**src/rtl/i2c_fsm_watchdog.sv**
```systemverilog
// Multi-channel FSM stall / timeout watchdog for the I2C controller.
// Per-channel OFF/TRACK/ALARM trackers plus a shared first-alarm record and timestamp.

module i2c_fsm_watchdog_ch #(
  parameter int STATE_W    = 4,
  parameter int CNT_W      = 16,
  parameter int IDLE_STATE = 0
) (
  input  logic               clk_i,
  input  logic               rst_i,
  input  logic               en_i,
  input  logic [STATE_W-1:0] state_i,
  input  logic               evt_i,
  input  logic [CNT_W-1:0]   thresh_i,
  input  logic               idle_exempt_i,
  input  logic               clr_i,
  output logic               alarm_o,
  output logic [1:0]         cause_o,
  output logic [CNT_W-1:0]   cnt_o,
  output logic               enter_o
);
  typedef enum logic [1:0] {ST_OFF, ST_TRACK, ST_ALARM} ch_st_e;

  ch_st_e             st, st_n;
  logic [STATE_W-1:0] last_q, last_n;
  logic               prime, prime_n;
  logic [CNT_W-1:0]   cnt, cnt_n, cnt_inc;
  logic [1:0]         cause, cause_n;
  logic               match, exempt, hit;

  assign match   = (state_i == last_q);
  assign exempt  = idle_exempt_i && (state_i == STATE_W'(IDLE_STATE));
  assign cnt_inc = (&cnt) ? cnt : cnt + 1'b1;
  // exact equality: a threshold lowered below a running count stays silent until restart
  assign hit     = prime && match && !exempt && (thresh_i != '0) && (cnt_inc == thresh_i);

  always_ff @(posedge clk_i or posedge rst_i) begin
    if (rst_i) begin
      st     <= ST_OFF;
      last_q <= '0;
      prime  <= 1'b0;
      cnt    <= '0;
      cause  <= '0;
    end else begin
      st     <= st_n;
      last_q <= last_n;
      prime  <= prime_n;
      cnt    <= cnt_n;
      cause  <= cause_n;
    end
  end

  always_comb begin
    st_n    = st;
    last_n  = last_q;
    prime_n = prime;
    cnt_n   = cnt;
    cause_n = cause;
    enter_o = 1'b0;
    if (!en_i) begin
      st_n    = ST_OFF;
      prime_n = 1'b0;
      cnt_n   = '0;
      cause_n = '0;
    end else begin
      case (st)
        ST_OFF: st_n = ST_TRACK;
        ST_TRACK: begin
          last_n = state_i;
          if (!prime) begin
            prime_n = 1'b1;
            cnt_n   = '0;
          end else if (!match || exempt) begin
            cnt_n = '0;
          end else begin
            cnt_n = cnt_inc;
          end
          if (hit || evt_i) begin
            st_n    = ST_ALARM;
            cause_n = {evt_i, hit};
            enter_o = 1'b1;
          end
        end
        ST_ALARM: begin
          last_n = state_i;
          if (clr_i) begin
            // an event racing the clear keeps the alarm, reporting only the event
            if (evt_i) begin
              cause_n = 2'b10;
            end else begin
              st_n    = ST_TRACK;
              prime_n = 1'b0;
              cnt_n   = '0;
              cause_n = '0;
            end
          end else begin
            cause_n[1] = cause[1] | evt_i;
          end
        end
        default: st_n = ST_OFF;
      endcase
    end
  end

  assign alarm_o = (st == ST_ALARM);
  assign cause_o = cause;
  assign cnt_o   = cnt;
endmodule

module i2c_fsm_watchdog #(
  parameter int NUM_CH     = 2,
  parameter int STATE_W    = 4,
  parameter int CNT_W      = 16,
  parameter int IDLE_STATE = 0,
  localparam int CH_W      = (NUM_CH > 1) ? $clog2(NUM_CH) : 1
) (
  input  logic                      clk_i,
  input  logic                      rst_i,
  input  logic [NUM_CH-1:0]         en_i,
  input  logic [NUM_CH*STATE_W-1:0] state_i,
  input  logic [NUM_CH-1:0]         evt_i,
  input  logic [CNT_W-1:0]          thresh_i,
  input  logic                      idle_exempt_i,
  input  logic [NUM_CH-1:0]         clr_i,
  input  logic                      first_clr_i,
  output logic [NUM_CH-1:0]         alarm_o,
  output logic [2*NUM_CH-1:0]       cause_o,
  output logic [NUM_CH*CNT_W-1:0]   stall_cnt_o,
  output logic                      irq_o,
  output logic                      first_valid_o,
  output logic [CH_W-1:0]           first_ch_o,
  output logic [CNT_W-1:0]          first_ts_o
);
  logic [NUM_CH-1:0][CNT_W-1:0] cnt;
  logic [NUM_CH-1:0][1:0]       cause;
  logic [NUM_CH-1:0]            enter;
  logic [CNT_W-1:0]             ts;
  logic [CH_W-1:0]              first_idx;

  for (genvar c = 0; c < NUM_CH; c++) begin : g_ch
    i2c_fsm_watchdog_ch #(
      .STATE_W(STATE_W), .CNT_W(CNT_W), .IDLE_STATE(IDLE_STATE)
    ) u_ch (
      .clk_i        (clk_i),
      .rst_i        (rst_i),
      .en_i         (en_i[c]),
      .state_i      (state_i[c*STATE_W +: STATE_W]),
      .evt_i        (evt_i[c]),
      .thresh_i     (thresh_i),
      .idle_exempt_i(idle_exempt_i),
      .clr_i        (clr_i[c]),
      .alarm_o      (alarm_o[c]),
      .cause_o      (cause[c]),
      .cnt_o        (cnt[c]),
      .enter_o      (enter[c])
    );
  end

  assign cause_o     = cause;
  assign stall_cnt_o = cnt;
  assign irq_o       = |alarm_o;

  // descending scan so the lowest entering channel wins
  always_comb begin
    first_idx = '0;
    for (int c = NUM_CH - 1; c >= 0; c--)
      if (enter[c]) first_idx = CH_W'(c);
  end

  always_ff @(posedge clk_i or posedge rst_i) begin
    if (rst_i) begin
      ts            <= '0;
      first_valid_o <= 1'b0;
      first_ch_o    <= '0;
      first_ts_o    <= '0;
    end else begin
      ts <= ts + 1'b1;
      if (first_clr_i) first_valid_o <= 1'b0;
      if ((!first_valid_o || first_clr_i) && (|enter)) begin
        first_valid_o <= 1'b1;
        first_ch_o    <= first_idx;
        first_ts_o    <= ts;
      end
    end
  end
endmodule

```
**config.mk**
```make
export PLATFORM = sky130hd
export DESIGN_NAME = i2c_fsm_watchdog
export DESIGN_NICKNAME = d
export VERILOG_FILES = /design/src/rtl/i2c_fsm_watchdog.sv
export SDC_FILE = /design/constraint.sdc
export NUM_CORES = 1
export LEC_CHECK = 0
export BUFFER_PORTS_ARGS = -buffer_cell sky130_fd_sc_hd__buf_2
export CORE_ASPECT_RATIO = 1.25
export CORE_MARGIN = 3
export CORE_UTILIZATION = 35
export CTS_BUF_LIST = sky130_fd_sc_hd__clkbuf_4
export CTS_CLUSTER_DIAMETER = 80
export DETAILED_ROUTE_END_ITERATION = 8
export PLACE_DENSITY_LB_ADDON = 0.2
export SYNTH_ARGS = -nofsm -noshare
export SYNTH_HDL_FRONTEND = slang
export SYNTH_SLANG_ARGS = --single-unit
```
**constraint.sdc**
```tcl
create_clock -name clk_i -period 3.45 [get_ports clk_i]
set_clock_uncertainty 0.2 [all_clocks]
set_input_delay 0.345 -clock clk_i [delete_from_list [all_inputs] [get_ports clk_i]]
set_output_delay 0.345 -clock clk_i [all_outputs]
set_load 0.02 [all_outputs]
```
==> Word level (Yosys, flattened, before mapping) <==
Index checks and enable logic that the tools add are counted.
{ "totals": {"register_bits": 84, "output_inout_bits": 57} }
{ "classes": {"n_addsub": 3, "n_eq_ne": 16, "muxes": 54, "n_bitwise": 2, "reduce_logical": 43} }
{ "ops": {"columns": ["operator", "n"], "rows": [
  ["$mux 16", 12],
  ["$pmux 16 s2", 2],
  ["$add 16x1->16 const B", 3],
  ["$eq 16x16->1", 2],
  ["$reduce_and 16->1", 2],
  ["$mux 2", 14],
  ["$mux 1", 20],
  ["$reduce_and 3->1", 6],
  ["$reduce_bool 16->1", 1],
  ["$ne 3x3->1 const B", 4],
  ["$pmux 2 s3", 2],
  ["$logic_and 1x1->1", 11],
  ["$eq 4x4->1", 2],
  ["$logic_not 4->1", 2],
  ["$pmux 2 s2", 2],
  ["$reduce_and 2->1", 4],
  ["$reduce_or 2->1", 4],
  ["$ne 3x1->1 const B", 2],
  ["$ne 3x2->1 const B", 2],
  ["$logic_not 1->1", 5],
  ["$logic_or 1x1->1", 5],
  ["$eq 2x1->1 const B", 2],
  ["$eq 2x2->1 const B", 2],
  ["$logic_not 2->1", 2],
  ["3 further kinds", 5]
]} }

==> Depth between registers and ports, before layout <==
Gate-level depths: netlist of the first run.
{ "depth": {"word_depth": 13, "ltp_mapped": 13, "depth_no_buf": 10} }

==> Hierarchy <==
A second synthesis of the first run with hierarchy kept.
{ "unflattened": {"cells_unflattened": 624, "area_unflattened_um2": 5758.0} }
{ "modules_own_cells": {"columns": ["mod", "instances", "cells_each", "area_per_inst_um2"], "rows": [
  ["i2c_fsm_watchdog_ch at g_ch[0].u_ch", 1, 265, 2189.6],
  ["i2c_fsm_watchdog_ch at g_ch[1].u_ch", 1, 256, 2150.8],
  ["i2c_fsm_watchdog", 1, 103, 1417.6]
]} }

==> Worst setup path after synthesis of the first run <==
Ideal clock, no wire load.
{ "synth_path": {"path_kind": "reg2reg", "start": "register g_ch[1].u_ch.cnt[0]", "end": "register first_ts_o[0]", "arrival_time_ns": 3.191, "required_ns": 3.125, "setup_slack_ns": -0.067, "stages_incl_launch_ff": 14, "path_cell_list": "dfrtp_1 ha_1 buf_2 and4_1 buf_2 nand3_1 or3_1 a211oi_1 nand4_1 nor4_4 o21bai_2 a21oi_4 buf_12 mux2_4"} }
{ "synth_between": {"elab_chain_cells": 10, "word_cells_on_any_way": 11} }
{ "synth_lines": {"columns": ["item", "line_no", "rtl"], "rows": [
  ["from (decl)", "27", "logic [CNT_W-1:0] cnt, cnt_n, cnt_inc;"],
  ["from (signal assigned)", "48", "cnt <= cnt_n;"],
  ["$add 16x1->16 / $reduce_and 16->1 (equally long branches)", "33", "assign cnt_inc = (&cnt) ? cnt : cnt + 1'b1;"],
  ["$mux 16 (*)", "33", null],
  ["$eq 16x16->1 (*)", "35", "assign hit = prime && match && !exempt && (thresh_i != '0) && (cnt_inc == thresh_i);"],
  ["$logic_and 1x1->1 (*)", "35", null],
  ["$logic_or 1x1->1 (*)", "78", "if (hit || evt_i) begin"],
  ["$mux 1 (*)", "78", null],
  ["$mux 1 (*)", "66", "case (st)"],
  ["$mux 1 (*)", "60", "if (!en_i) begin"],
  ["$reduce_or 2->1 (*)", "179", "if ((!first_valid_o || first_clr_i) && (|enter)) begin"],
  ["$logic_and 1x1->1 (*)", "179", null],
  ["to (signal assigned)", "182", "first_ts_o <= ts;"],
  ["to (decl)", "132", "output logic [CNT_W-1:0] first_ts_o"]
]} }
Mark *: on every way between the ends. The rest lies on a longest branch, timed or not.
A chain may end at the register's enable or synchronous reset.

==> Final worst setup path of the first run <==
{ "layout_path": {"start": "register g_ch[1].u_ch.cnt[3]", "end": "register first_ts_o[2]"} }
The elaborated chain is that of the path after synthesis.

==> impl_metrics.env, run 1 <==
export IMPL_setup_worst_path_start="g_ch[1].u_ch.cnt_o[3]"
export IMPL_layout_setup_ws_ns=0.0945
export IMPL_finalNetCount=783
export IMPL_ant_nets=0
export IMPL_initial_core_util=0.364
export IMPL_synth_avg_cell_area_um2=9.19
export IMPL_hold_ws_ns=0.0553
export IMPL_place_worst_setup_slack_ns=0.0494
export IMPL_fp_dieH_um=147
export IMPL_vias_per_cell=5.59
export IMPL_gp_congestion=0.891
export IMPL_core_area_mm2=0.0153
export IMPL_grt_max_degree=36
export IMPL_grt_pass1_wl_um=27500
export IMPL_yosysUniqueCellTypes=67
export IMPL_dp_hpwl_um=12400
export IMPL_clock_sinks=84
export IMPL_grt_total_usage=0.193
export IMPL_static_leakage_power_nw=3.08
export IMPL_clk_latency_ns=0.48
export IMPL_synthFlopType="dfrtp_1"
export IMPL_worstMarginPinSlew_ns=0.733
export IMPL_io_pins=91
export IMPL_drc=0
export IMPL_synth_top_area_frac=0.378
export IMPL_cts_tree="done"
export IMPL_setup_tns_ns=0
export IMPL_clkTransAtPathRegs_ns=0.16
export IMPL_first_iter_violations=366
export IMPL_synth_edff_count=0
export IMPL_syn_area_mm2=0.00556
export IMPL_first_global_vias=5350
export IMPL_wl_um=17200
export IMPL_total_power_w=0.00240
export IMPL_setup_violations=0
export IMPL_root_buffer="clkbuf_4"
export IMPL_yosysSeqAreaShare=0.378
export IMPL_crit_arrival_ns=3.53
export IMPL_global_route_overflow_total=0
export IMPL_power_density_mw_per_mm2=343
export IMPL_status="complete, no violations"
export IMPL_hold_start="evt_i[0]"
export IMPL_n_fill_cell=1500
export IMPL_yosysTopAreaCell="dfrtp_1"
export IMPL_cp_required_ns=3.62
export IMPL_synth_seq_cells=84
export IMPL_clock_path_buffers=2
export IMPL_io_buffer_count=90
export IMPL_dp_cells=911
export IMPL_fin_crit_ns=3.36
export IMPL_maxCapViolations=0
export IMPL_criticalPathCategory="flop to flop"
export IMPL_die_area_mm2=0.0174
export IMPL_routedWlPerCell_um=18.0
export IMPL_drtPass1Iterations=5
export IMPL_cts_max_level=3
export IMPL_final_layout_size_suffix_gt1_frac=0.332
export IMPL_synth_area_top_cells="dfrtp_1, xnor2_1, nand2_1, o21ai_0, mux2_2"
export IMPL_cts_made_buffers=9
export IMPL_vias=5337
export IMPL_drv_slew=0
export IMPL_num_rows=50
export IMPL_vdd_drop_max_mv=0.337
export IMPL_yosysWarnings=0
export IMPL_instances_no_fill=954
export IMPL_antenna_found_initial=1
export IMPL_crit_fanout=8
export IMPL_fp_dieW_um=119
export IMPL_start_kind="flop"
export IMPL_layout_area_overhead_vs_synth_pct=26.0
export IMPL_r2r_start="g_ch[1].u_ch.cnt_o[3]"
export IMPL_hold_violations=0
export IMPL_syn_inst=605
export IMPL_critPathCaptureType="flop"
export IMPL_ys_async_sr_fraction=1.00
export IMPL_synth_fp_nets=648
export IMPL_slew_headroom=0.511
export IMPL_fin_crit_sh=0.973
export IMPL_synthTopCellsByCount="dfrtp_1, nand2_1, xnor2_1, o21ai_0, a21oi_1"
export IMPL_fmax_ghz=0.298
export IMPL_hold_path_class="primary input to flop"
export IMPL_synth_most_common_cell="dfrtp_1"
cell families after synthesis:
kind of cell,count (synthesis),synth area share
flops,84,0.378
xor+xnor,61,0.0961
buf+inv,55,0.0464
compound gates,143,0.167
fa+ha+maj,9,0.0203
mux,32,0.0702
simple gates,221,0.222
cell type report:
cell class              instances  area, um^2  area share
well taps                     208         260      0.0372
clock buffers                   9        67.6     0.00965
flip-flops and latches         84        2120       0.303
repair buffers                161        1060       0.152
clock inverters                 7        56.3     0.00804
inverters                      18        68.8     0.00983
diodes                          1        2.50    0.000357
multi-input cells             466        3370       0.481
through the flow:
step	area, um^2	utilization
after detailed placement	6440	0.422
after CTS	6690	0.439
after global placement	6440	0.422
after global routing	7000	0.459
final	7000	0.459
after floorplan	5560	-
power breakdown:
group          total (W)  internal (W)  switching, W
Sequential       0.00118       0.00110     0.0000826
Combinational   0.000660      0.000303      0.000358
Clock           0.000562      0.000158      0.000404
Total            0.00240       0.00156      0.000844
registers in the layout, indices dropped and copies added (netlist names):
| name | cells |
|---|---|
| g_ch.u_ch.prime | 2 |
| g_ch.u_ch.cause_o | 4 |
| first_ch_o | 1 |
| first_ts_o | 16 |
| first_valid_o | 1 |
| g_ch.u_ch.cnt_o | 32 |
| g_ch.u_ch.last_q | 8 |
| ts | 16 |
| g_ch.u_ch.st | 4 |
layout by cell type (no fill, tap or decap), types with 11 or more instances in the layout:
| cell | count |
|---|---|
| o21ai_0 | 43 |
| nor3_1 | 13 |
| buf_4 | 54 |
| nand3_1 | 19 |
| dlygate4sd3_1 | 13 |
| and3_1 | 11 |
| dfrtp_2 | 13 |
| dfrtp_1 | 71 |
| nor2_1 | 22 |
| mux2_2 | 16 |
| xnor2_1 | 44 |
| nand4_1 | 11 |
| xor2_1 | 16 |
| a21oi_1 | 33 |
| nand2_1 | 72 |
| buf_2 | 90 |
| inv_1 | 17 |
what timing repair did:
item | 4_1_cts | 5_1_grt
hold buffers | 13 | 0
endpoints found under the setup margin | 0 | 18
hold endpoints to repair | 51 | 0
gates resized for setup | 0 | 41
buffers inserted | 0 | 12
metal layers:
metal  vias to the layer above  track usage  wire, um
met5                         -            0         0
met4                         0       0.0771       438
met3                        38       0.0370       936
met2                       200        0.329      8590
met1                      2631        0.241      7200
li1                       2468            -         -
critical path: stages, from the launching register on:
cell and delay, ns:
dfrtp_2 0.47, buf_4 0.15, nand4_4 0.18, buf_12 0.19
nor3_1 0.26, nor3_2 0.08, xnor2_1 0.23, o2111ai_2 0.21
nor4_4 0.38, o21bai_2 0.14, a21oi_4 0.25, clkbuf_16 0.21
mux2_4 0.30
worst paths after layout:
path,to,slack [ns],depth (start not counted)
worst max register to register,first_ts_o[2],0.09,12
max in group asynchronous,g_ch[1].u_ch.last_q[0],1.87,4
min in group asynchronous,g_ch[1].u_ch.cnt_o[11],0.29,3
worst min-delay path,g_ch[0].u_ch.cause_o[1],0.06,3
worst min register to register,ts[12],0.30,1
worst max-delay path,first_ts_o[2],0.09,12
(Power assumes the default switching activity.)
==> run 2, diff against run 1 <==
ABC_AREA = 0   (was unset)
CTS_BUF_LIST = sky130_fd_sc_hd__clkbuf_8   (was sky130_fd_sc_hd__clkbuf_4)
==> impl_metrics.env, run 2 (synthesis results as in run 1) <==
export IMPL_fp_dieH_um=147
export IMPL_instances_no_fill=942
export IMPL_criticalPathCategory="flop to flop"
export IMPL_vias_per_cell=5.59
export IMPL_start_kind="flop"
export IMPL_hold_path_class="primary input to flop"
export IMPL_fmax_ghz=0.298
export IMPL_holdPathStages=2
export IMPL_first_global_vias=5276
export IMPL_cts_tree="done"
export IMPL_dr_wl_met3_um=1040
export IMPL_worstMarginPinSlew_ns=0.725
export IMPL_final_layout_size_suffix_gt1_frac=0.338
export IMPL_die_area_mm2=0.0174
export IMPL_worstHoldEndpoint="g_ch[1].u_ch.last_q[3]"
export IMPL_setup_worst_path_start="g_ch[1].u_ch.cnt_o[3]"
export IMPL_io_pins=91
export IMPL_grt_total_usage=0.192
export IMPL_layout_setup_ws_ns=0.0941
export IMPL_slew_headroom=0.516
export IMPL_multiInputGateArea_mm2=0.00337
export IMPL_fp_dieW_um=119
export IMPL_crit_arrival_ns=3.43
export IMPL_drtPass1Iterations=5
export IMPL_global_route_overflow_total=0
export IMPL_final_cell_mix="buf_2, nand2_1, dfrtp_1, buf_4, xnor2_1"
export IMPL_cts_made_buffers=9
export IMPL_antenna_found_initial=0
export IMPL_first_iter_violations=330
export IMPL_gp_congestion=0.891
export IMPL_drc=0
export IMPL_fin_crit_ns=3.36
export IMPL_largest_reg_flops=32
export IMPL_clock_path_buffers=2
export IMPL_ant_nets=0
export IMPL_r2r_start="g_ch[1].u_ch.cnt_o[3]"
export IMPL_num_rows=50
export IMPL_r2r_setup_slack_ns=0.09
export IMPL_clk_latency_ns=0.39
export IMPL_vias=5268
export IMPL_setup_violations=0
export IMPL_dp_hpwl_um=12400
export IMPL_dp_cells=911
export IMPL_initial_core_util=0.364
export IMPL_clock_sinks=84
export IMPL_vdd_drop_max_mv=0.303
export IMPL_core_area_mm2=0.0153
export IMPL_io_buffer_count=90
export IMPL_wl_um=17000
export IMPL_clkTransAtPathRegs_ns=0.11
export IMPL_hold_start="state_i[7]"
export IMPL_place_worst_setup_slack_ns=0.0494
export IMPL_finalNetCount=771
export IMPL_n_fill_cell=1503
export IMPL_fin_util=0.455
export IMPL_top_layer="met4"
export IMPL_hold_violations=0
export IMPL_cp_required_ns=3.52
export IMPL_wl_met1_um=7170
export IMPL_crit_fanout=8
export IMPL_regArea_mm2=0.00212
export IMPL_status="complete, no violations"
export IMPL_fin_crit_sh=0.973
export IMPL_static_leakage_power_nw=3.06
export IMPL_reg2regPathDepth=12
export IMPL_wl_met2_um=8440
export IMPL_final_common_cell="buf_2"
export IMPL_root_buffer="clkbuf_8"
export IMPL_maxCapViolations=0
export IMPL_hold_ws_ns=0.0346
export IMPL_grt_max_degree=36
export IMPL_drv_slew=0
export IMPL_layout_area_overhead_vs_synth_pct=24.9
export IMPL_grt_pass1_wl_um=27200
export IMPL_routedWlPerCell_um=18.1
export IMPL_r2r_end="first_ts_o[2]"
export IMPL_cts_max_level=3
export IMPL_critPathCaptureType="flop"
export IMPL_power_density_mw_per_mm2=366
==> run 2: critical path, stage by stage, from the launching register on <==
cell and delay (ns):
dfrtp_2 0.45, buf_4 0.15, nand4_4 0.18, buf_12 0.19, nor3_1 0.27, nor3_2 0.09, xnor2_1 0.23, o2111ai_2 0.21
nor4_4 0.38, o21bai_2 0.14, a21oi_4 0.24, clkbuf_16 0.20, mux2_4 0.30
==> run 2: area by class of cell <==
class | count | share of cell area
Sequential cell | 84 | 0.305
Antenna cell | 1 | 0.000360
Multi-Input combinational cell | 466 | 0.485
Timing Repair Buffer | 149 | 0.135
Inverter | 18 | 0.00991
Clock buffer | 10 | 0.0198
Clock inverter | 6 | 0.00757
Tap cell | 208 | 0.0375
==> run 2: what timing repair did <==
item	CTS	global route
hold buffers	1	0
buffers inserted	0	12
resized for setup	0	39
endpoints found under the hold margin	33	0
endpoints found under the setup margin	0	18
==> run 2: stage by stage <==
step | TNS [ns] | area [um^2] | total power (W)
after global placement | 0 | 6440 | 0.00181
after floorplan | 0 | 5560 | 0.00164
after detailed placement | 0 | 6440 | 0.00184
after global routing | -0.213 | 6940 | 0.00269
after CTS | 0 | 6640 | 0.00256
final | 0 | 6940 | 0.00254
==> run 2: power by group <==
part           total, W  switching, W  internal, W
Sequential      0.00118     0.0000828      0.00110
Combinational  0.000649      0.000356     0.000294
Clock          0.000712      0.000418     0.000294
Total           0.00254      0.000857      0.00168
==> run 2: worst max path at each step <==
stage | cells after the start | slack, ns | end
6_report | 12 | 0.09 | first_ts_o[2]
5_1_grt | 12 | -0.03 | first_ts_o[15]
4_1_cts | 11 | 0.03 | first_ts_o[11]
3_5_place_dp | 11 | 0.05 | first_ts_o[10]
3_3_place_gp | 11 | 0.04 | first_ts_o[9]
2_1_floorplan | 12 | 0.02 | first_ts_o[0]
==> run 2: per-layer routing <==
metal  up-vias  track usage
met3        28       0.0412
met5         -            0
met2       188        0.323
li1       2449            -
met4         0       0.0858
met1      2603        0.237
